==> config.mk <==
export PLATFORM = sky130hd
export DESIGN_NAME = switch_allocator_wh
export DESIGN_NICKNAME = d
export VERILOG_FILES = /design/src/rtl/switch_allocator_wh_pkg.sv /design/src/rtl/switch_allocator_wh_rr_arbiter_n.sv /design/src/rtl/switch_allocator_wh.sv
export SDC_FILE = /design/constraint.sdc
export NUM_CORES = 1
export LEC_CHECK = 0
export CORE_MARGIN = 2
export CORE_UTILIZATION = 30
export DETAILED_ROUTE_END_ITERATION = 16
export DONT_BUFFER_PORTS = 1
export GPL_TIMING_DRIVEN = 1
export HOLD_SLACK_MARGIN = 0.02
export SYNTH_ARGS = -nofsm -noshare
export SYNTH_HDL_FRONTEND = slang
export SYNTH_HIERARCHICAL = 1
export SYNTH_SLANG_ARGS = --single-unit
==> constraint.sdc <==
create_clock -name clk -period 8.3 [get_ports clk]
set_clock_uncertainty 0.2 [all_clocks]
set_input_delay 2.075 -clock clk [delete_from_list [all_inputs] [get_ports clk]]
set_output_delay 2.075 -clock clk [all_outputs]
set_load 0.02 [all_outputs]
==> src/rtl/switch_allocator_wh_pkg.sv <==
// Shared configuration for the wormhole switch allocator: port count,
// port index names and the per-output allocation state type.
package switch_allocator_wh_pkg;

    // Number of router ports: port 0 is local, 1..N-1 are neighbours.
    localparam int N_PORTS = 5;

    // Port index names.
    localparam int LOCAL = 0;
    localparam int NORTH = 1;
    localparam int EAST  = 2;
    localparam int SOUTH = 3;
    localparam int WEST  = 4;

    // Per-output allocation state: free for arbitration, or held by a packet.
    typedef enum logic {
        IDLE   = 1'b0,
        LOCKED = 1'b1
    } alloc_state_e;

endpackage

==> src/rtl/switch_allocator_wh_rr_arbiter_n.sv <==
// Round-robin arbiter: grants the first requester found at or after ptr,
// searching cyclically and wrapping from N-1 back to 0.
module rr_arbiter_n
    import switch_allocator_wh_pkg::*;
#(
    parameter int N     = N_PORTS,
    parameter int SEL_W = $clog2(N)
) (
    input  logic [N-1:0]     req,
    input  logic [SEL_W-1:0] ptr,
    input  logic             en,
    output logic [N-1:0]     gnt_onehot,
    output logic [SEL_W-1:0] gnt_idx,
    output logic             any_gnt
);

    int w_idx;

    // Cyclic priority search starting at ptr; the first hit wins.
    always_comb begin
        gnt_onehot = '0;
        gnt_idx    = '0;
        any_gnt    = 1'b0;
        w_idx      = 0;
        if (en) begin
            for (int k = 0; k < N; k++) begin
                w_idx = int'(ptr) + k;
                if (w_idx >= N) begin
                    w_idx = w_idx - N;
                end
                if (!any_gnt && req[w_idx]) begin
                    any_gnt           = 1'b1;
                    gnt_onehot[w_idx] = 1'b1;
                    gnt_idx           = w_idx[SEL_W-1:0];
                end
            end
        end
    end

endmodule

==> src/rtl/switch_allocator_wh.sv <==
// Wormhole switch allocator. Each output port arbitrates round-robin among
// inputs requesting it, then stays locked to the winning input until that
// packet's tail flit crosses.
//
// Handshake: a flit at input i moves to output j in a cycle exactly when
// i_flit_valid[i], the (qualified) request for j and i_out_ready[j] are all
// high and j picks i; that cycle o_input_grant[i] (pop) and o_output_valid[j]
// are both high. Grants are combinational; state moves on the next clk edge.
module switch_allocator_wh
    import switch_allocator_wh_pkg::*;
#(
    parameter int N     = N_PORTS,
    parameter int SEL_W = $clog2(N)
) (
    input  logic                       clk,
    input  logic                       reset_n,
    input  logic [0:N-1][0:N-1]        i_output_req,
    input  logic [0:N-1]               i_flit_valid,
    input  logic [0:N-1]               i_flit_tail,
    input  logic [0:N-1]               i_out_ready,
    output logic [0:N-1]               o_input_grant,
    output logic [0:N-1]               o_output_valid,
    output logic [0:N-1][SEL_W-1:0]    o_xbar_sel,
    output logic [0:N-1]               o_locked
);

    alloc_state_e     r_state   [N];
    logic [SEL_W-1:0] r_owner   [N];
    logic [SEL_W-1:0] r_rr_ptr  [N];

    alloc_state_e     w_state_nxt [N];
    logic [SEL_W-1:0] w_owner_nxt [N];
    logic [SEL_W-1:0] w_rr_nxt    [N];

    logic [N-1:0]     w_sel_req   [N];  // per input: lowest set request bit only
    logic [N-1:0]     w_req       [N];  // per output: qualified requesters
    logic [N-1:0]     w_arb_onehot[N];
    logic [SEL_W-1:0] w_arb_idx   [N];
    logic             w_arb_any   [N];
    logic             w_arb_en    [N];

    // Reduce each input's request to its lowest-index set bit.
    always_comb begin
        for (int i = 0; i < N; i++) begin
            w_sel_req[i] = '0;
            for (int j = N - 1; j >= 0; j--) begin
                if (i_output_req[i][j]) begin
                    w_sel_req[i]    = '0;
                    w_sel_req[i][j] = 1'b1;
                end
            end
        end
    end

    // Transpose to per-output request vectors; U-turn requests are dropped.
    always_comb begin
        for (int j = 0; j < N; j++) begin
            w_req[j]    = '0;
            w_arb_en[j] = reset_n && i_out_ready[j] && (r_state[j] == IDLE);
            for (int i = 0; i < N; i++) begin
                w_req[j][i] = i_flit_valid[i] && w_sel_req[i][j] && (i != j);
            end
        end
    end

    genvar g;
    generate
        for (g = 0; g < N; g++) begin : g_arb
            rr_arbiter_n #(.N(N), .SEL_W(SEL_W)) u_arb (
                .req        (w_req[g]),
                .ptr        (r_rr_ptr[g]),
                .en         (w_arb_en[g]),
                .gnt_onehot (w_arb_onehot[g]),
                .gnt_idx    (w_arb_idx[g]),
                .any_gnt    (w_arb_any[g])
            );
        end
    endgenerate

    // Per-output next state and grant outputs: owner path when locked, arbiter when idle.
    always_comb begin
        o_input_grant  = '0;
        o_output_valid = '0;
        o_xbar_sel     = '0;
        o_locked       = '0;
        for (int j = 0; j < N; j++) begin
            w_state_nxt[j] = r_state[j];
            w_owner_nxt[j] = r_owner[j];
            w_rr_nxt[j]    = r_rr_ptr[j];
            if (r_state[j] == LOCKED) begin
                o_locked[j] = 1'b1;
                if (w_req[j][r_owner[j]] && i_out_ready[j]) begin
                    o_output_valid[j]         = 1'b1;
                    o_xbar_sel[j]             = r_owner[j];
                    o_input_grant[r_owner[j]] = 1'b1;
                    if (i_flit_tail[r_owner[j]]) begin
                        w_state_nxt[j] = IDLE;
                    end
                end
            end else if (w_arb_any[j]) begin
                o_output_valid[j]          = 1'b1;
                o_xbar_sel[j]              = w_arb_idx[j];
                o_input_grant[w_arb_idx[j]] = 1'b1;
                w_rr_nxt[j] = (w_arb_idx[j] == SEL_W'(N - 1)) ? '0 : w_arb_idx[j] + 1'b1;
                if (!i_flit_tail[w_arb_idx[j]]) begin
                    w_state_nxt[j] = LOCKED;
                    w_owner_nxt[j] = w_arb_idx[j];
                end
            end
        end
        if (!reset_n) begin
            o_input_grant  = '0;
            o_output_valid = '0;
            o_xbar_sel     = '0;
            o_locked       = '0;
        end
    end

    // State registers; reset drops any lock without draining the packet.
    always_ff @(posedge clk) begin
        for (int j = 0; j < N; j++) begin
            if (!reset_n) begin
                r_state[j]  <= IDLE;
                r_owner[j]  <= '0;
                r_rr_ptr[j] <= '0;
            end else begin
                r_state[j]  <= w_state_nxt[j];
                r_owner[j]  <= w_owner_nxt[j];
                r_rr_ptr[j] <= w_rr_nxt[j];
            end
        end
    end

endmodule

==> results of run 1 <==
[state kept, by name (all words and copies together), names as in the netlist]
register,count
r_owner,15
r_state,5
r_rr_ptr,15
[layout by cell type (no fill, tap or decap), types with 15 or more instances in the layout]
cell,instances
inv_1,73
xnor2_1,16
nor3_1,29
buf_4,69
dfxtp_1,35
nor2_1,100
ha_1,61
a21o_1,19
and2_1,24
a211oi_1,19
nand2_1,121
mux2i_1,62
a21oi_1,87
o21ai_0,59
and3_1,15
conb_1,34
nor2b_1,40
nand2b_1,50
nand3_1,44
[routing by layer]
layer,global-route usage (%),part of all wire (%),vias up
li1,-,-,4840
met2,29.49,46,327
met5,0,0,-
met1,23.46,45,4743
met3,3.245,6.7,45
met4,4.553,2.1,0
[critical path, cell delays in order]
cell,delay (ps)
nor4b_2,340
and2_4,230
mux2i_1,70
mux4_2,460
or4_4,560
nor3b_1,230
a2bb2oi_1,250
nor3_1,100
a211oi_2,250
inv_1,80
or4_1,550
o211ai_1,140
nor2_1,70
a21oi_1,250
buf_4,200
[power by group through the flow]
stage	logic, mW	clock network [mW]	registers (mW)
after floorplan	2.21	0	0.238
after global routing	3.04	0.198	0.277
after global placement	2.66	0	0.268
final	2.76	0.188	0.268
after detailed placement	2.70	0	0.270
after CTS	2.71	0.190	0.266
[stage by stage]
stage          TNS [ps]  hold slack, ps
4_1_cts               0           281.4
2_1_floorplan         0           252.5
6_report              0           287.5
3_3_place_gp          0           276.9
5_1_grt               0           312.0
3_5_place_dp     -2.372           273.4
[final timing paths]
| check | slack, ps | end | cells past startpoint | from |
|---|---|---|---|---|
| max | 170 | o_input_grant[3] | 15 | i_output_req[12] |
| min | 290 | r_owner[4][2] | 2 | r_owner[4][2] |
| max reg2reg | 2940 | r_owner[1][2] | 15 | r_rr_ptr[1][2] |
| min reg2reg | 290 | r_owner[4][2] | 2 | r_owner[4][2] |
[final cells by class]
| class | count | area share, % |
|---|---|---|
| well taps | 396 | 4.905 |
| multi-input cells | 1140 | 78.88 |
| repair buffers | 69 | 5.128 |
| inverters | 75 | 2.787 |
| clock buffers | 7 | 1.313 |
| clock inverters | 1 | 0.04954 |
| flip-flops and latches | 35 | 6.936 |
[what timing repair did]
item,4_1_cts,5_1_grt
setup buffers,0,0
setup endpoints to repair,1,2
resized for setup,2,3
==> impl_metrics.json, run 1 <==
{
  "outcome": "finished clean",
  "drive_gt1_share_pct": 11.91,
  "worst_pin_slew_ps": 728.6,
  "grt_max_degree": 39,
  "required_ps": 6030,
  "htree_levels": 2,
  "p_clk_share_pct": 5.8,
  "wl_mm": 30.34,
  "die_y_um": 181.1,
  "cts.path.max_buffers": 2,
  "place_area_um2": 9943,
  "multi_input_area_um2": 7969,
  "mappedNetlistArea_um2": 9405,
  "synth_warnings": 6,
  "min_period_ps": 8130,
  "rsz0062_at_grt": "false",
  "nNetsFinal": 1434,
  "ioPinCount": 72,
  "syn2layout_area_growth_pct": 7.410,
  "overflow": 0,
  "firstDrtPassIters": 6,
  "start_util_pct": 30.59,
  "utilization_pct": 32.85,
  "total_power_mw": 3.216,
  "fill_cells": 3354,
  "combPwrFrac_pct": 85.8,
  "cts_tree": "done",
  "worstSetupStartpointType": "input port",
  "track_usage_pct": 17.68,
  "antenna_cells": 0,
  "antenna_violating_nets_post_route": 0,
  "antenna_found_initial": 0,
  "drt_iter0_markers": 939,
  "register_area_um2": 700.7,
  "crit_fanout": 5,
  "max_freq_ghz": 0.1230,
  "die_area_um2": 32780,
  "drcViolationCount": 0,
  "postSynthAreaPerCell_um2": 7.014,
  "syn-instance-count": 1341,
  "power_frac_seq_pct": 8.3,
  "ctsHoldBuffers": 0,
  "slew_violations": 0,
  "sw_frac_of_total_pct": 54.58,
  "power_switching_mw": 1.755,
  "instances_no_fill": 1723,
  "leakage_nw": 4.040,
  "min_period_over_period_pct": 97.95,
  "path_class": "input port to primary output",
  "min_path_type": "flip-flop to flip-flop",
  "hold_viol": 0,
  "gp_congestion": 0.9301,
  "p_per_area_nw_per_um2": 318.4,
  "final_cell_area_um2": 10100,
  "avgRoutedWirePerCell_um": 17.61,
  "internal_power_mw": 1.461,
  "clk_pin_slew_ps": 60,
  "fin_ws_ps": 169.9,
  "grt_first_pass_wirelength_mm": 48.09,
  "vias": 9955,
  "vdd_ir_drop_max_mv": 0.1324,
  "detailedPlace.worstSlack_ps": -2.372,
  "cts-root-buf": "clkbuf_16",
  "first_global_vias": 9086,
  "numCtsBuffers": 5,
  "placed_cells": 1715,
  "die_x_um": 181.1,
  "port_buffers": 0,
  "cts_sinks": 35,
  "relSlewSlack_pct": 51.35,
  "viasPerCell": 5.778,
  "core_um2": 30750,
  "cap_violations": 0,
  "cp.arrival_ps": 5860,
  "critPathCaptureType": "primary output",
  "hpwl_mm": 23.38,
  "insertion_delay_ps": 290,
  "rows": 64,
  "setup_viol": 0
}
(Power assumes the default switching activity.)
==> run 2, diff against run 1 <==
--- a/config.mk
+++ b/config.mk
@@ -5,7 +5,8 @@
 export SDC_FILE = /design/constraint.sdc
 export NUM_CORES = 1
 export LEC_CHECK = 0
-export CORE_MARGIN = 2
+export CAP_MARGIN = 20
+export CORE_MARGIN = 5
 export CORE_UTILIZATION = 30
 export DETAILED_ROUTE_END_ITERATION = 16
 export DONT_BUFFER_PORTS = 1
==> impl_metrics.json, run 2 (synthesis results as in run 1) <==
{
  "outcome": "finished clean",
  "sw_frac_of_total_pct": 53.56,
  "rsz0062_at_grt": "false",
  "setup_viol": 0,
  "numCtsBuffers": 5,
  "final_common_cell": "nand2_1",
  "r2r_cells": 17,
  "start_util_pct": 30.59,
  "overflow": 0,
  "wl_mm": 30.61,
  "drcViolationCount": 0,
  "reg_top3": "r_owner: 15 flops, r_rr_ptr: 15 flops, r_state: 5 flops",
  "instances_no_fill": 1738,
  "viasPerCell": 5.761,
  "cts_setup_buffers": 0,
  "die_area_um2": 34990,
  "power_switching_mw": 1.751,
  "cts.path.max_buffers": 2,
  "insertion_delay_ps": 280,
  "relSlewSlack_pct": 52.42,
  "fill_cells": 3317,
  "p_clk_share_pct": 6.9,
  "core_um2": 30750,
  "cts-resized-gates": 0,
  "min_period_ps": 8133,
  "combPwrFrac_pct": 85.4,
  "avgRoutedWirePerCell_um": 17.61,
  "final_cell_area_um2": 10240,
  "ctsHoldBuffers": 0,
  "crit_fanout": 4,
  "cts_tree": "done",
  "htree_levels": 2,
  "detailedPlace.worstSlack_ps": 45.67,
  "worstSetupStartpointType": "input port",
  "drt_iter0_markers": 934,
  "antenna_found_initial": 2,
  "rows": 64,
  "path_class": "input port to primary output",
  "place_area_um2": 10050,
  "track_usage_pct": 16.53,
  "fin_ws_ps": 166.7,
  "utilization_pct": 33.32,
  "slew_violations": 0,
  "min_path_type": "flip-flop to flip-flop",
  "drive_gt1_share_pct": 12.98,
  "vias": 10010,
  "required_ps": 6030,
  "mostFrequentLayoutCells": "nand2_1 (121), nor2_1 (100), a21oi_1 (87)",
  "leakage_nw": 4.121,
  "critPathCaptureType": "primary output",
  "power_frac_seq_pct": 7.7,
  "firstDrtPassIters": 5,
  "min_period_over_period_pct": 97.99,
  "placed_cells": 1729,
  "clk_pin_slew_ps": 60,
  "die_x_um": 187.1,
  "worst_pin_slew_ps": 712.7,
  "fin_setup_tns_ps": 0,
  "first_global_vias": 9419,
  "holdWs_ps": 290.2,
  "cts_sinks": 35,
  "hold_viol": 0,
  "syn2layout_area_growth_pct": 8.926,
  "grt_max_degree": 37,
  "cap_violations": 0,
  "total_power_mw": 3.270,
  "ioPinCount": 72,
  "gp_congestion": 0.9306,
  "port_buffers": 0,
  "hpwl_mm": 23.75,
  "antenna_violating_nets_post_route": 0,
  "register_area_um2": 700.7,
  "whs_path_depth": 2,
  "multi_input_area_um2": 7970,
  "reg2reg_setup_slack_ps": 2940,
  "die_y_um": 187.1,
  "cts-root-buf": "clkbuf_16",
  "internal_power_mw": 1.518,
  "grt_first_pass_wirelength_mm": 49.25,
  "cp.arrival_ps": 5860,
  "p_per_area_nw_per_um2": 319.2,
  "vdd_ir_drop_max_mv": 0.1604,
  "max_freq_ghz": 0.1230,
  "nNetsFinal": 1448
}
## run 2: per-layer routing
metal	wire length [um]	track usage, %
met5	0	0
met4	1125	5.688
met3	2494	3.042
met2	13580	26.55
met1	13410	22.28
## run 2: worst max-delay path: stages
cell and delay, ps:
nor4b_2 310, and2_4 210, mux2i_1 70, mux4_2 460, or4_4 560, buf_4 150, and2_4 130, a21oi_1 130
a21oi_1 60, o21ai_0 170, o2111a_1 240, inv_1 70, or4_1 560, o211ai_1 130, nor2_1 70, a21oi_1 250
buf_4 200
## run 2: power groups by stage
stage | clock network (mW) | logic, mW | registers (mW)
after floorplan | 0 | 2.21 | 0.238
after global placement | 0 | 2.70 | 0.254
after detailed placement | 0 | 2.74 | 0.255
after CTS | 0.229 | 2.75 | 0.251
after global routing | 0.236 | 3.09 | 0.260
final | 0.226 | 2.79 | 0.252
## run 2: final timing paths
check / start / end
worst max-delay path: i_output_req[12] / o_input_grant[3]
worst min-delay path: r_owner[4][2] / r_owner[4][2]
worst max register to register: r_rr_ptr[1][1] / r_owner[1][2]
worst min register to register: r_owner[4][2] / r_owner[4][2]
## run 2: layout make-up
cell class | instances | area share, %
antenna | 1 | 0.02443
inverter | 75 | 2.748
clock inverter | 3 | 0.4519
clock buffer | 5 | 1.221
timing repair buffer | 83 | 6.082
tap | 396 | 4.836
multi-input combinational | 1140 | 77.80
sequential | 35 | 6.839
==> run 3, diff against run 2 <==
--- a/config.mk
+++ b/config.mk
@@ -5,9 +5,11 @@
 export SDC_FILE = /design/constraint.sdc
 export NUM_CORES = 1
 export LEC_CHECK = 0
+export ABC_AREA = 1
 export CAP_MARGIN = 20
 export CORE_MARGIN = 5
 export CORE_UTILIZATION = 30
+export CTS_BUF_LIST = sky130_fd_sc_hd__clkbuf_4 sky130_fd_sc_hd__clkbuf_8
 export DETAILED_ROUTE_END_ITERATION = 16
 export DONT_BUFFER_PORTS = 1
 export GPL_TIMING_DRIVEN = 1
==> constraint.sdc (replaced) <==
create_clock -name clk -period 8.3 [get_ports clk]
set_clock_uncertainty 0.2 [all_clocks]
set_input_delay 1.66 -clock clk [delete_from_list [all_inputs] [get_ports clk]]
set_output_delay 1.66 -clock clk [all_outputs]
set_load 0.02 [all_outputs]
==> impl_metrics.json, run 3 <==
{
  "firstDrtPassIters": 6,
  "viasPerCell": 4.943,
  "min_path_type": "flip-flop to flip-flop",
  "vias": 9629,
  "cts-root-buf": "clkbuf_8",
  "setup_viol": 0,
  "cts_sinks": 35,
  "cts-resized-gates": 0,
  "min_period_ps": 6942,
  "relSlewSlack_pct": 34.42,
  "ioPinCount": 72,
  "mappedNetlistArea_um2": 9061,
  "leakage_nw": 4.359,
  "hpwl_mm": 23.09,
  "reg2reg_to": "r_owner[2][1]",
  "cp_slowest_stage_delay_ps": 500,
  "track_usage_pct": 16.15,
  "rsz0062_at_grt": "false",
  "cap_violations": 0,
  "path_class": "input port to primary output",
  "cpLargestDelayFamily": "simple AND/OR/NAND/NOR gates",
  "port_buffers": 0,
  "outcome": "finished clean",
  "holdCritStartpoint": "r_owner[4][2]",
  "die_x_um": 183.8,
  "die_y_um": 183.8,
  "min_period_over_period_pct": 83.64,
  "slew_violations": 0,
  "first_global_vias": 8619,
  "numCtsBuffers": 5,
  "cpMostUsedCell": "nor2_1",
  "utilization_pct": 32.06,
  "gp_congestion": 0.9230,
  "cts.path.max_buffers": 2,
  "antenna_violating_nets_post_route": 0,
  "syn-instance-count": 1558,
  "hold_viol": 0,
  "htree_levels": 2,
  "max_freq_ghz": 0.1440,
  "antenna_cells": 0,
  "drcViolationCount": 0,
  "avgRoutedWirePerCell_um": 14.35,
  "reg2reg_setup_slack_ps": 3400,
  "mostFrequentLayoutCells": "nand2_1 (380), inv_1 (205), nor2_1 (171)",
  "fill_cells": 3262,
  "cts_setup_buffers": 0,
  "vdd_ir_drop_max_mv": 0.1888,
  "path_buf_inv": 4,
  "p_per_area_nw_per_um2": 435.3,
  "core_um2": 29720,
  "cpMaxStageDelayCell": "nor2_1",
  "required_ps": 6440,
  "path_cells": "inv_2 -> nor2_4 -> inv_1 -> nor2_1 -> nand2_1 -> nand3_1 -> nand3_1 -> nand4_4 -> inv_1 -> a21oi_1 -> inv_1 -> nor2_2 -> nand3_1 -> o211ai_1 -> nor2_1 -> nand4_1 -> nor2_1 -> nor2_1",
  "whs_path_depth": 2,
  "min_to": "r_owner[4][2]",
  "worstSetupStartpointType": "input port",
  "start_util_pct": 30.49,
  "worst_pin_slew_ps": 977.8,
  "grt_max_degree": 38,
  "multi_input_area_um2": 7267,
  "synth_warnings": 6,
  "grt_first_pass_wirelength_mm": 45.24,
  "wl_mm": 27.95,
  "antenna_found_initial": 0,
  "crit_fanout": 9,
  "clk_pin_slew_ps": 80,
  "final_common_cell": "nand2_1",
  "insertion_delay_ps": 300,
  "register_area_um2": 700.7,
  "postSynthAreaPerCell_um2": 5.816,
  "fin_setup_tns_ps": 0,
  "critPathCaptureType": "primary output",
  "cts_tree": "done",
  "reg2reg_from": "r_rr_ptr[2][0]",
  "syn2layout_area_growth_pct": 5.151,
  "cp.arrival_ps": 5080,
  "overflow": 0,
  "ctsHoldBuffers": 0,
  "r2r_cells": 20,
  "drt_iter0_markers": 754,
  "rows": 63,
  "die_area_um2": 33780,
  "drive_gt1_share_pct": 15.73,
  "nNetsFinal": 1665,
  "reg_top3": "r_owner: 15 flops, r_rr_ptr: 15 flops, r_state: 5 flops"
}
[run 3: power by group]
part	internal [mW]	switching [mW]
Combinational	1.16	2.50
Sequential	0.228	0.127
Clock	0.0577	0.0726
[run 3: how the worst max path moves through the flow]
| stage | from | to | slack, ps | depth (start not counted) |
|---|---|---|---|---|
| final | i_flit_valid[3] | o_input_grant[4] | 1360 | 18 |
| after global routing | i_flit_valid[3] | o_input_grant[4] | 1020 | 20 |
| after CTS | i_flit_valid[3] | o_input_grant[3] | 1440 | 18 |
| after detailed placement | i_flit_valid[3] | o_input_grant[3] | 1450 | 18 |
| after global placement | i_flit_valid[3] | o_input_grant[3] | 1440 | 18 |
| after floorplan | i_flit_valid[3] | o_input_grant[4] | 2510 | 21 |
[run 3: layout make-up]
class / instances / area share, %
Clock buffer: 5 / 0.7223
Multi-Input combinational cell: 1257 / 76.27
Timing Repair Buffer: 2 / 0.1576
Inverter: 256 / 10.22
Clock inverter: 3 / 0.1576
Tap cell: 390 / 5.121
Sequential cell: 35 / 7.354
[run 3: worst register-to-register path: stages, from the launching register on]
cell     delay, ps
dfxtp_1        700
inv_2          220
ha_1           340
ha_1           420
inv_1          120
a21oi_2        250
nor2_1          80
nand3_1         70
nand3_1        360
nand4_4        260
inv_1           80
nand2_2         90
o21ai_0         80
a21oi_1        550
inv_1          210
nand3_1        140
o21ai_0        110
nor3_2         160
nand2_1        170
o21ai_1        150
a21oi_1         50
[run 3: stage by stage]
step	hold slack [ps]	instances	total power, mW	setup WS (ps)	cell area, um^2
final	323.4	1948	4.148	1358	9528
after floorplan	277.3	1579	3.377	2510	9140
after detailed placement	306.0	1940	3.994	1453	9444
after global routing	335.7	1948	4.642	1018	9528
after CTS	319.4	1948	4.135	1444	9528
after global placement	297.3	1940	3.939	1439	9444
[run 3: routing by layer]
metal  GRT usage, %  part of all wire (%)  vias to the layer above
met3          3.621                   6.3                       25
met5              0                     0                        -
met2          26.31                    45                      231
met4          2.958                   2.0                        0
li1               -                     -                     5022
met1          22.13                    47                     4351
